===== src/rtl/vel_ctrl_pkg.sv =====
// vel_ctrl_pkg: shared state encoding and fixed RAM slot constants
// for the per-cell velocity read sequencer.
package vel_ctrl_pkg;

    typedef enum logic [2:0] {
        S_IDLE,
        S_RD_CNT,
        S_CNT_WAIT,
        S_STREAM,
        S_DRAIN,
        S_DONE
    } vel_state_e;

    // RAM word 0 of every cell holds the particle count.
    localparam int unsigned CNT_SLOT = 0;

endpackage


===== src/rtl/velocity_cell_ctrl.sv =====
// velocity_cell_ctrl: streams one cell's particle velocities and shares the RAM port
// with write-back (write wins). Optional count clamp: VEL_CTRL_CNT_CLAMP_EN.
module velocity_cell_ctrl
    import vel_ctrl_pkg::*;
#(
    parameter int DATA_WIDTH   = 96,
    parameter int PARTICLE_NUM = 220,
    parameter int ADDR_WIDTH   = 8
) (
    input  logic                  clk,
    input  logic                  rst,
    input  logic                  start,
    output logic                  busy,
    output logic                  done,
    output logic                  rd_valid,
    output logic [DATA_WIDTH-1:0] rd_data,
    output logic [ADDR_WIDTH-1:0] rd_id,
    input  logic                  wr_req,
    input  logic [ADDR_WIDTH-1:0] wr_addr,
    input  logic [DATA_WIDTH-1:0] wr_data,
    output logic                  wr_grant,
    output logic [ADDR_WIDTH-1:0] mem_address,
    output logic [DATA_WIDTH-1:0] mem_data,
    output logic                  mem_rden,
    output logic                  mem_wren,
    input  logic [DATA_WIDTH-1:0] mem_q
);

    vel_state_e            state_q, state_d;
    logic [ADDR_WIDTH-1:0] cnt_q, cnt_d;
    logic [ADDR_WIDTH-1:0] ptr_q, ptr_d;
    logic                  rd_valid_q, rd_valid_d;
    logic [ADDR_WIDTH-1:0] rd_id_q, rd_id_d;
    logic [ADDR_WIDTH-1:0] cnt_in;

`ifdef VEL_CTRL_CNT_CLAMP_EN
    localparam logic [ADDR_WIDTH-1:0] CNT_MAX = ADDR_WIDTH'(PARTICLE_NUM - 1);

    // Count word from RAM, limited so the stream never reads past RAM depth.
    always_comb begin
        cnt_in = mem_q[ADDR_WIDTH-1:0];
        if (cnt_in > CNT_MAX) begin
            cnt_in = CNT_MAX;
        end
    end
`else
    // Count word from RAM, used as-is.
    always_comb begin
        cnt_in = mem_q[ADDR_WIDTH-1:0];
    end
`endif

    // Sequencer state, counters and read tracking registers.
    always_ff @(posedge clk or posedge rst) begin
        if (rst) begin
            state_q    <= S_IDLE;
            cnt_q      <= '0;
            ptr_q      <= '0;
            rd_valid_q <= 1'b0;
            rd_id_q    <= '0;
        end else begin
            state_q    <= state_d;
            cnt_q      <= cnt_d;
            ptr_q      <= ptr_d;
            rd_valid_q <= rd_valid_d;
            rd_id_q    <= rd_id_d;
        end
    end

    // Next state plus RAM port mux; a write request always owns the port.
    always_comb begin
        state_d     = state_q;
        cnt_d       = cnt_q;
        ptr_d       = ptr_q;
        rd_valid_d  = 1'b0;
        rd_id_d     = rd_id_q;
        mem_rden    = 1'b0;
        mem_wren    = 1'b0;
        mem_address = '0;
        mem_data    = '0;

        if (wr_req) begin
            mem_wren    = 1'b1;
            mem_address = wr_addr;
            mem_data    = wr_data;
        end

        unique case (state_q)
            S_IDLE: begin
                if (start) begin
                    state_d = S_RD_CNT;
                end
            end
            S_RD_CNT: begin
                if (!wr_req) begin
                    mem_rden    = 1'b1;
                    mem_address = ADDR_WIDTH'(CNT_SLOT);
                    state_d     = S_CNT_WAIT;
                end
            end
            S_CNT_WAIT: begin
                cnt_d   = cnt_in;
                ptr_d   = ADDR_WIDTH'(1);
                state_d = (cnt_in == '0) ? S_DONE : S_STREAM;
            end
            S_STREAM: begin
                if (!wr_req) begin
                    mem_rden    = 1'b1;
                    mem_address = ptr_q;
                    ptr_d       = ptr_q + ADDR_WIDTH'(1);
                    rd_valid_d  = 1'b1;
                    rd_id_d     = ptr_q;
                    if (ptr_q == cnt_q) begin
                        state_d = S_DRAIN;
                    end
                end
            end
            S_DRAIN: begin
                state_d = S_DONE;
            end
            S_DONE: begin
                state_d = S_IDLE;
            end
            default: begin
                state_d = S_IDLE;
            end
        endcase
    end

    assign busy     = (state_q != S_IDLE);
    assign done     = (state_q == S_DONE);
    assign rd_valid = rd_valid_q;
    assign rd_id    = rd_id_q;
    assign rd_data  = mem_q;
    assign wr_grant = wr_req;

endmodule


===== config.mk =====
export PLATFORM = sky130hd
export DESIGN_NAME = velocity_cell_ctrl
export DESIGN_NICKNAME = d
export VERILOG_FILES = /design/src/rtl/vel_ctrl_pkg.sv /design/src/rtl/velocity_cell_ctrl.sv
export SDC_FILE = /design/constraint.sdc
export NUM_CORES = 1
export LEC_CHECK = 0
export ABC_AREA = 1
export BUFFER_PORTS_ARGS = -buffer_cell sky130_fd_sc_hd__clkbuf_2
export CAP_MARGIN = 10
export CORE_AREA = 3 3 160 162
export CTS_BUF_LIST = sky130_fd_sc_hd__clkbuf_16
export DETAILED_ROUTE_END_ITERATION = 12
export DIE_AREA = 0 0 163 165
export PLACE_DENSITY = 0.36
export SYNTH_ARGS = -nofsm -noshare
export SYNTH_HDL_FRONTEND = slang
export SYNTH_SLANG_ARGS = --single-unit

===== constraint.sdc =====
create_clock -name clk -period 1.75 [get_ports clk]
set_clock_uncertainty 0.2 [all_clocks]
set_input_delay 0.35 -clock clk [delete_from_list [all_inputs] [get_ports clk]]
set_output_delay 0.35 -clock clk [all_outputs]
set_load 0.02 [all_outputs]

==> flow_summary.toml <==
[clock_tree]
clockBufferDepth = 2
htreeDepth = 1
cts_tree = "yes"
clock-root-buffer = "clkbuf_16"
cts_buffers = 3
cts.sinks = 28
clkTransAtPathRegs_ps = 70
clk_latency_ps = 260

[layout]
nNetsFinal = 883
fillers = 2873
n_antenna_cell = 0
layout-drive-gt1-share_pct = 46.82
area_delta_synth_final_pct = 50.08
final_common_cell = "clkbuf_2"
mostFrequentLayoutCells = "clkbuf_2, nand2_1, inv_1, buf_4, dfrtp_1"

[sta]
finalCriticalPeriod_ps = 1998
drv_slew = 0
fin_ws_ps = -247.9
final-setup-viol-count = 10
max_freq_mhz = 500.5
relSlewSlack_pct = 74.91
fin_crit_sh_pct = 114.2
rsz0062_at_grt = "yes"
worstMarginPinSlew_ps = 376.4
hold_viol_final = 0
setup_tns_ps = -1702

[synthesis]
synth_flop_cell = "dfrtp_1"
syn_nets = 707
avgSynthCellArea_um2 = 6.022
synth_area_leaders = "buf_4, dfrtp_1, nand2_1, inv_1, o21ai_0"
async_flop_share_pct = 100.0
synth_edf_count = 0
netlist_area_um2 = 3023
ys_ff_latch = 28
syn_inst = 502
synth_cell_types = 29
synth_top_area_share_pct = 24.34
synth_area_leader_cell = "buf_4"
ys_warn_count = 0
yosysSeqAreaShare_pct = 23.18

[drt]
dr.first_iter.drc_count = 153
drtAntennaViolNets = 0
vias = 3367
firstDrtPassIters = 4
drt_wl_total_um = 14430
vias_per_cell = 3.364
drc = 0
avgRoutedWirePerCell_um = 14.41

[setup_path]
end_kind = "output pin"
start_kind = "flip-flop"
r2r_start = "state_q[2]$_DFFE_PP0P_"
crit_type = "reg -> out"
cp.arrival_ps = 1450
cp-startpoint = "state_q[2]$_DFFE_PP0P_"
worstPathRequired_ps = 1200
critPathMaxFanout = 5

[global_routing]
grt_pass1_wl_um = 19800
grt-ovfl-total = 0
grt_pass1_vias = 3302
globalRouteTotalUtil_pct = 9.749
grt_max_degree = 36
antenna_found_initial = 1

[status]
failed_checks = "negative setup slack"
status = "finished, violations left"

[worst_hold_path]
min_path_type = "in -> reg"
min-delay-start = "wr_req"

[floorplanning]
io_pins = 418
rows = 57
die_h_um = 165
fp.dieW_um = 163
initial_core_util_pct = 12.47
dieArea_um2 = 26900
core-area_um2 = 24250

[power_and_ir_drop]
p_per_area_nw_per_um2 = 824.4
power_leakage_nw = 3.169
p_total_mw = 3.740
peakVddDrop_v = 0.0003449

[place]
dp_worst_setup_slack_ps = -154.9
port-buffer-count = 241
hpwl_um = 12730
gp_congestion = 0.7245

[run]
maxCapViolations = 0
==> logic make-up after synthesis <==
family	count (synthesis)	share of synthesized area, %
fa+ha+maj	1	0.4138
xor+xnor	1	0.2898
buf+inv	242	42.88
simple gates	198	27.57
compound gates	32	5.671
flops	28	23.18
==> stage by stage <==
step	hold slack, ps	cell area [um^2]	util, %	cells
6_report	154.3	4537	18.71	1001
5_1_grt	163.3	4537	18.71	1001
4_1_cts	151.5	4335	17.88	993
3_5_place_dp	241.1	4108	16.94	985
3_3_place_gp	239.7	4108	16.94	985
2_1_floorplan	215.4	3045	-	502
==> critical path: stages (launching register included) <==
cell and delay, ps:
dfrtp_1 390, inv_2 80, nand3_4 100, nor2_8 150
inv_6 60, buf_4 140, o21ai_2 110, clkbuf_8 160
==> final cells by class <==
cell class	count	area, um^2	share of cell area (%)
inverters	129	489.2	10.78
clock buffers	3	75.07	1.655
multi-input cells	232	1156	25.48
flip-flops and latches	28	700.7	15.44
well taps	324	405.4	8.935
repair buffers	284	1707	37.62
clock inverters	1	3.754	0.08274
==> registers in the layout, summed over array words and instances (netlist names) <==
register,flops
cnt_q,8
ptr_q,8
rd_id,8
state_q,3
rd_valid,1
==> Yosys cell counts, types with 2 or more instances <==
cell      instances
nand2_2           2
nand3_1           9
nand2_1         161
dfrtp_1          28
buf_4            98
o21ai_1           8
nor2_1            9
o21ai_0          13
inv_1           127
nor3_1            4
nand4_1           3
nor3_2            3
a21oi_1           8
nor2_2            2
buf_2             8
clkbuf_1          6
==> layer usage <==
| layer | part of all wire (%) | track usage (%) | vias up |
|---|---|---|---|
| met3 | 12 | 4.690 | 55 |
| met2 | 47 | 15.76 | 188 |
| li1 | - | - | 1682 |
| met1 | 37 | 11.07 | 1442 |
| met4 | 4.2 | 3.922 | 0 |
| met5 | 0 | 0 | - |
==> power breakdown <==
part,switching [mW],internal (mW),leakage (nW)
logic,1.25,0.970,2.76
registers,0.148,0.838,0.366
clock network,0.228,0.307,0.0385
==> worst paths after layout <==
check                                  endpoint  slack, ps  cells after the start
setup / recovery                 mem_address[6]       -250                      7
hold / removal               rd_valid$_DFF_PP0_        150                      2
setup reg to reg           ptr_q[6]$_DFFE_PP0P_         40                      9
hold reg to reg            rd_id[7]$_DFFE_PP0P_        270                      2
max in group asynchronous  cnt_q[5]$_DFFE_PP0P_        590                      4
min in group asynchronous  rd_id[3]$_DFFE_PP0P_        480                      4
==> repair_timing <==
action | 4_1_cts | 5_1_grt
buffers inserted | 6 | 7
endpoints found under the hold margin | 28 | 0
hold buffers | 1 | 0
gates resized for setup | 34 | 34
endpoints found under the setup margin | 48 | 17
pin swaps | 5 | 5
cloned | 0 | 2
(Power assumes the default switching activity.)
